<file path="src/rtl/trans_pkg.sv">
// Shared transaction word layout for the assembler and the downstream validator.
package trans_pkg;

  localparam int unsigned TRANS_W         = 128;
  localparam int unsigned BYTES_PER_TRANS = 16;

  localparam int unsigned SENDER_MSB      = 127;
  localparam int unsigned SENDER_LSB      = 80;
  localparam int unsigned RECEIVER_MSB    = 79;
  localparam int unsigned RECEIVER_LSB    = 32;
  localparam int unsigned AMOUNT_MSB      = 31;
  localparam int unsigned AMOUNT_LSB      = 10;
  localparam int unsigned BLOCK_START_BIT = 9;

  typedef logic [TRANS_W-1:0] trans_word_t;

endpackage

</file>
<file path="src/rtl/sync_fifo.sv">
// Single-clock FIFO with registered read data; pop_data updates only on a pop.
module sync_fifo #(
  parameter int unsigned WIDTH = 8,
  parameter int unsigned DEPTH = 4
) (
  input  logic                     clk,
  input  logic                     rst_n,
  input  logic                     push,
  input  logic [WIDTH-1:0]         push_data,
  input  logic                     pop,
  output logic [WIDTH-1:0]         pop_data,
  output logic                     full,
  output logic                     empty,
  output logic [$clog2(DEPTH):0]   level
);

  localparam int unsigned AW = $clog2(DEPTH);

  logic [WIDTH-1:0] mem [DEPTH];
  logic [AW-1:0]    wr_ptr;
  logic [AW-1:0]    rd_ptr;
  logic [AW:0]      count;
  logic             do_push;
  logic             do_pop;

  assign full    = (count == (AW+1)'(DEPTH));
  assign empty   = (count == '0);
  assign level   = count;
  assign do_push = push & ~full;
  assign do_pop  = pop & ~empty;

  always_ff @(posedge clk) begin
    if (do_push) mem[wr_ptr] <= push_data;
  end

  always_ff @(posedge clk) begin
    if (!rst_n) begin
      wr_ptr   <= '0;
      rd_ptr   <= '0;
      count    <= '0;
      pop_data <= '0;
    end else begin
      if (do_push) wr_ptr <= wr_ptr + 1'b1;
      if (do_pop) begin
        pop_data <= mem[rd_ptr];
        rd_ptr   <= rd_ptr + 1'b1;
      end
      case ({do_push, do_pop})
        2'b10:   count <= count + 1'b1;
        2'b01:   count <= count - 1'b1;
        default: count <= count;
      endcase
    end
  end

endmodule

</file>
<file path="src/rtl/trans_assembler.sv">
// Packs 16 received bytes (first byte = MSB) into 128-bit words, buffers them and
// hands them to the validator over a data/valid/registered-ack interface.
module trans_assembler
  import trans_pkg::*;
#(
  parameter int unsigned FIFO_DEPTH     = 4,
  parameter int unsigned TIMEOUT_CYCLES = 1024,
  parameter int unsigned DROP_CNT_W     = 16
) (
  input  logic                          clk,
  input  logic                          rst_n,
  input  logic [7:0]                    byte_i,
  input  logic                          byte_valid_i,
  output logic [TRANS_W-1:0]            data_o,
  output logic                          valid_o,
  input  logic                          ack_i,
  output logic [DROP_CNT_W-1:0]         drop_cnt_o,
  output logic                          sync_err_o,
  output logic [$clog2(FIFO_DEPTH):0]   level_o
);

  localparam int unsigned CNT_W  = $clog2(BYTES_PER_TRANS);
  localparam int unsigned IDLE_W = $clog2(TIMEOUT_CYCLES) + 1;

  // The final byte goes straight into the pushed word, so only 15 bytes are held.
  logic [TRANS_W-9:0]  head_q;
  logic [TRANS_W-1:0]  push_word;
  logic [CNT_W-1:0]    byte_cnt;
  logic [IDLE_W-1:0]   idle_cnt;
  logic                push;
  logic                timeout;
  logic                full;
  logic                empty;
  logic                pop;
  logic                load;
  logic                presented_q;

  assign push      = byte_valid_i & (byte_cnt == CNT_W'(BYTES_PER_TRANS-1));
  assign push_word = {head_q, byte_i};
  assign timeout   = ~byte_valid_i & (byte_cnt != '0) &
                     (idle_cnt == IDLE_W'(TIMEOUT_CYCLES-1));
  assign pop       = presented_q & ack_i;
  assign load      = (~valid_o | pop) & ~empty;

  always_ff @(posedge clk) begin
    if (!rst_n) begin
      head_q     <= '0;
      byte_cnt   <= '0;
      idle_cnt   <= '0;
      sync_err_o <= 1'b0;
      drop_cnt_o <= '0;
    end else begin
      for (int unsigned k = 0; k < BYTES_PER_TRANS-1; k++) begin
        if (byte_valid_i && byte_cnt == CNT_W'(k))
          head_q[(BYTES_PER_TRANS-2-k)*8 +: 8] <= byte_i;
      end
      if (byte_valid_i)
        byte_cnt <= push ? '0 : byte_cnt + 1'b1;
      else if (timeout)
        byte_cnt <= '0;
      if (byte_valid_i || timeout || byte_cnt == '0)
        idle_cnt <= '0;
      else
        idle_cnt <= idle_cnt + 1'b1;
      sync_err_o <= timeout;
      if (push && full && drop_cnt_o != '1)
        drop_cnt_o <= drop_cnt_o + 1'b1;
    end
  end

  // presented_q masks the ack that arrives the cycle after a fresh load.
  always_ff @(posedge clk) begin
    if (!rst_n) begin
      valid_o     <= 1'b0;
      presented_q <= 1'b0;
    end else begin
      presented_q <= valid_o & ~pop;
      if (load)
        valid_o <= 1'b1;
      else if (pop)
        valid_o <= 1'b0;
    end
  end

  sync_fifo #(
    .WIDTH (TRANS_W),
    .DEPTH (FIFO_DEPTH)
  ) u_fifo (
    .clk       (clk),
    .rst_n     (rst_n),
    .push      (push),
    .push_data (push_word),
    .pop       (load),
    .pop_data  (data_o),
    .full      (full),
    .empty     (empty),
    .level     (level_o)
  );

endmodule

</file>
<file path="config.mk">
export PLATFORM = sky130hd
export DESIGN_NAME = trans_assembler
export DESIGN_NICKNAME = d
export VERILOG_FILES = /design/src/rtl/trans_pkg.sv /design/src/rtl/sync_fifo.sv /design/src/rtl/trans_assembler.sv
export SDC_FILE = /design/constraint.sdc
export NUM_CORES = 1
export LEC_CHECK = 0
export ABC_AREA = 1
export BUFFER_PORTS_ARGS = -buffer_cell sky130_fd_sc_hd__clkbuf_2
export CORE_MARGIN = 8
export CORE_UTILIZATION = 50
export CTS_CLUSTER_SIZE = 40
export DETAILED_ROUTE_END_ITERATION = 16
export HOLD_SLACK_MARGIN = 0.12
export PLACE_DENSITY_LB_ADDON = 0.2
export SLEW_MARGIN = 15
export SYNTH_ARGS = -nofsm -noshare
export SYNTH_HDL_FRONTEND = slang
export SYNTH_SLANG_ARGS = --single-unit
</file>
<file path="constraint.sdc">
create_clock -name clk -period 10.26 [get_ports clk]
set_input_delay 2.052 -clock clk [delete_from_list [all_inputs] [get_ports clk]]
set_output_delay 2.052 -clock clk [all_outputs]
set_load 0.01 [all_outputs]
</file>
==> flow_summary.yaml <==
power:
  peakVddDrop_mv: 0.1418
  power_mw: 8.132
  p_per_area_mw_per_mm2: 242.2
  cellLeakagePower_nw: 12.05
die:
  core_mm2: 0.05891
  die-area_mm2: 0.06755
  die_w_um: 259.9
  fp-row-count: 89
  ios: 161
  start_util_pct: 50.49
  die_y_um: 259.9
critical_path:
  cp-start-kind: "primary input"
  reg2reg_to: "u_fifo.mem[2][87]$_DFFE_PP_"
  path_class: "primary input to register"
  required_ns: 10.49
  path_max_fanout: 101
  cp-end-kind: "register"
  r2r-start: "byte_cnt[0]$_SDFFE_PN0P_"
  crit_arrival_ns: 4.48
  r2r_cells: 8
  rrSetupSlack_ns: 7.05
min_path:
  worstHoldStart: "idle_cnt[0]$_SDFF_PP0_"
  hold_depth: 1
  holdPathEnd: "idle_cnt[0]$_SDFF_PP0_"
  hp-class: "register to register"
global_route:
  grt_use_met1_pct: 26.71
  use_met2_pct: 33.51
  grt_max_degree: 163
  grt.met3_usage_pct: 3.615
  antenna_found_initial: 3
  grt_use_total_pct: 20.16
  grt-ovfl-total: 0
  grt_pass1_wl_um: 107700
  grt.busiest_layer: "met2"
  grt_pass1_vias: 19030
timing:
  finalHoldViolations: 0
  post-route-min-period_ns: 4.249
  fin_worst_skew_ns: 0.02088
  fmaxAchievable_mhz: 235.4
  finalSetupTns_ns: 0
  rsz0062_at_grt: "no"
  fin_crit_sh_pct: 41.41
  whs_ns: 0.4576
  drv_slew: 0
  setup_viol_count_final: 0
  tightest_slew_ns: 1.190
  relSlewSlack_pct: 20.66
detailed_routing:
  wl_per_cell_um: 19.47
  wl_um: 69840
  drt-vias-per-instance: 5.491
  first_iter_violations: 1527
  drc: 0
  vias: 19700
  detail_route.first_pass.iterations: 5
  ant_nets: 0
placed_design:
  io_buffers: 160
  dpl.hpwl_um: 37460
  placed_area_mm2: 0.03084
  gp_congestion: 0.8043
logic_synthesis:
  async_reset_ff_share_pct: 0
  synthCells: 2639
  yosysSeqAreaShare_pct: 71.14
  synth_nets: 2663
  synth_ff_type: "edfxtp_1"
  avgSynthCellArea_um2: 11.27
  ys_seq_elements: 801
  yosysWarningCount: 0
  syn_area_mm2: 0.02974
  synth_cell_types: 36
  synth-edff-count: 512
clocking:
  cts_hold_buf: 0
  cts.clk_slew.worst_paths_ns: 0.06
  htreeDepth: 3
  clock_latency_ns: 0.61
  numCtsBuffers: 80
  post-cts-setup-buffers: 0
  cts_resized: 0
  clockRootBuffer: "clkbuf_16"
  clk_path_buf_depth: 3
  cts_tree: "yes"
  cts_sinks: 801
run_status:
  status: "finished, final reports clean"
cells_and_area:
  fin_area_mm2: 0.03357
  drive_above_1_share_pct: 12.34
  fill_cells: 4836
  layout_common_cells: "nor2_1 (804), edfxtp_1 (512), o21ai_0 (412)"
  final_common_cell: "nor2_1"
  nets: 2770
  area_delta_synth_final_pct: 12.87
run:
  maxCapViolations: 0
==> cells by family after synthesis <==
logic type	synth area share [%]
AOI/OAI and AO/OA	11.78
xor gates and xnor gates	0.3239
adders and majority gates	0.5300
buffers and inverters	3.765
DFF	71.14
and+or+nand+nor	12.46
==> registers in the layout, summed over array words and instances (netlist names) <==
name	flops
u_fifo.mem	512
head_q	120
presented_q	1
valid_o	1
u_fifo.level	3
byte_cnt	4
u_fifo.pop_data	128
u_fifo.rd_ptr	2
drop_cnt_o	16
sync_err_o	1
idle_cnt	11
u_fifo.wr_ptr	2
==> report_power, final <==
group	internal, mW	switching (mW)
registers	3.55	0.105
logic	0.461	1.03
clock network	1.80	1.19
==> synthesized netlist by cell type, types with 2 or more instances <==
master      n  area share (%)
nor2_1    808              10
edfxtp_1  512              52
o21ai_0   412             6.9
dfxtp_1   289              19
o22ai_1   128             2.7
o21ai_1   103             1.7
nand2_1    76            0.96
clkbuf_1   70            0.88
inv_1      48            0.61
buf_6      28             1.1
buf_2      27            0.45
a21oi_1    22            0.37
buf_4      19            0.48
nand3_1    17            0.29
nor2_2     16            0.34
ha_1       11            0.46
clkbuf_2    9            0.15
xor2_1      7            0.21
nand3_2     4            0.13
nand4_1     4           0.084
nor3_1      4           0.067
xnor2_1     4            0.12
inv_2       3           0.038
inv_4       3           0.063
nand2_2     3           0.063
nor2_8      2            0.13
==> per-stage QoR <==
| stage | instances | utilization [%] | worst slack [ns] |
|---|---|---|---|
| after floorplan | 2639 | - | 1.701 |
| after global placement | 3437 | 52.35 | 5.445 |
| after detailed placement | 3437 | 52.35 | 5.398 |
| after CTS | 3586 | 56.99 | 6.039 |
| after global routing | 3586 | 56.99 | 5.861 |
| final | 3587 | 56.99 | 6.011 |
==> layer usage <==
layer	part of all wire [%]	up-vias
li1	-	9436
met1	43	9597
met2	48	561
met3	6.6	101
met4	2.2	0
met5	0	-
==> cell type report <==
| class | count | area (µm²) | area share (%) |
|---|---|---|---|
| sequential | 801 | 21170 | 63.05 |
| multi-input combinational | 1629 | 7502 | 22.35 |
| clock buffer | 117 | 2359 | 7.025 |
| timing repair buffer | 179 | 974.7 | 2.903 |
| tap | 773 | 967.2 | 2.881 |
| clock inverter | 32 | 374.1 | 1.114 |
| inverter | 55 | 225.2 | 0.6708 |
| antenna | 1 | 2.502 | 0.007454 |
==> worst max-delay path by stage <==
stage,cells past startpoint,startpoint,to
4_1_cts,8,byte_valid_i,u_fifo.mem[2][2]$_DFFE_PP_
2_1_floorplan,7,byte_valid_i,u_fifo.mem[0][0]$_DFFE_PP_
5_1_grt,8,byte_valid_i,u_fifo.mem[2][101]$_DFFE_PP_
3_5_place_dp,8,byte_valid_i,u_fifo.mem[2][82]$_DFFE_PP_
6_report,8,byte_valid_i,u_fifo.mem[2][87]$_DFFE_PP_
3_3_place_gp,8,byte_valid_i,u_fifo.mem[2][82]$_DFFE_PP_
==> worst max-delay path, stage by stage <==
cell	delay (ns)
clkbuf_2	0.18
nand2_2	0.13
inv_4	0.10
nand2_4	0.07
inv_1	0.05
nand2_1	0.29
nor2_4	0.89
buf_12	0.55
(Power assumes the default switching activity.)
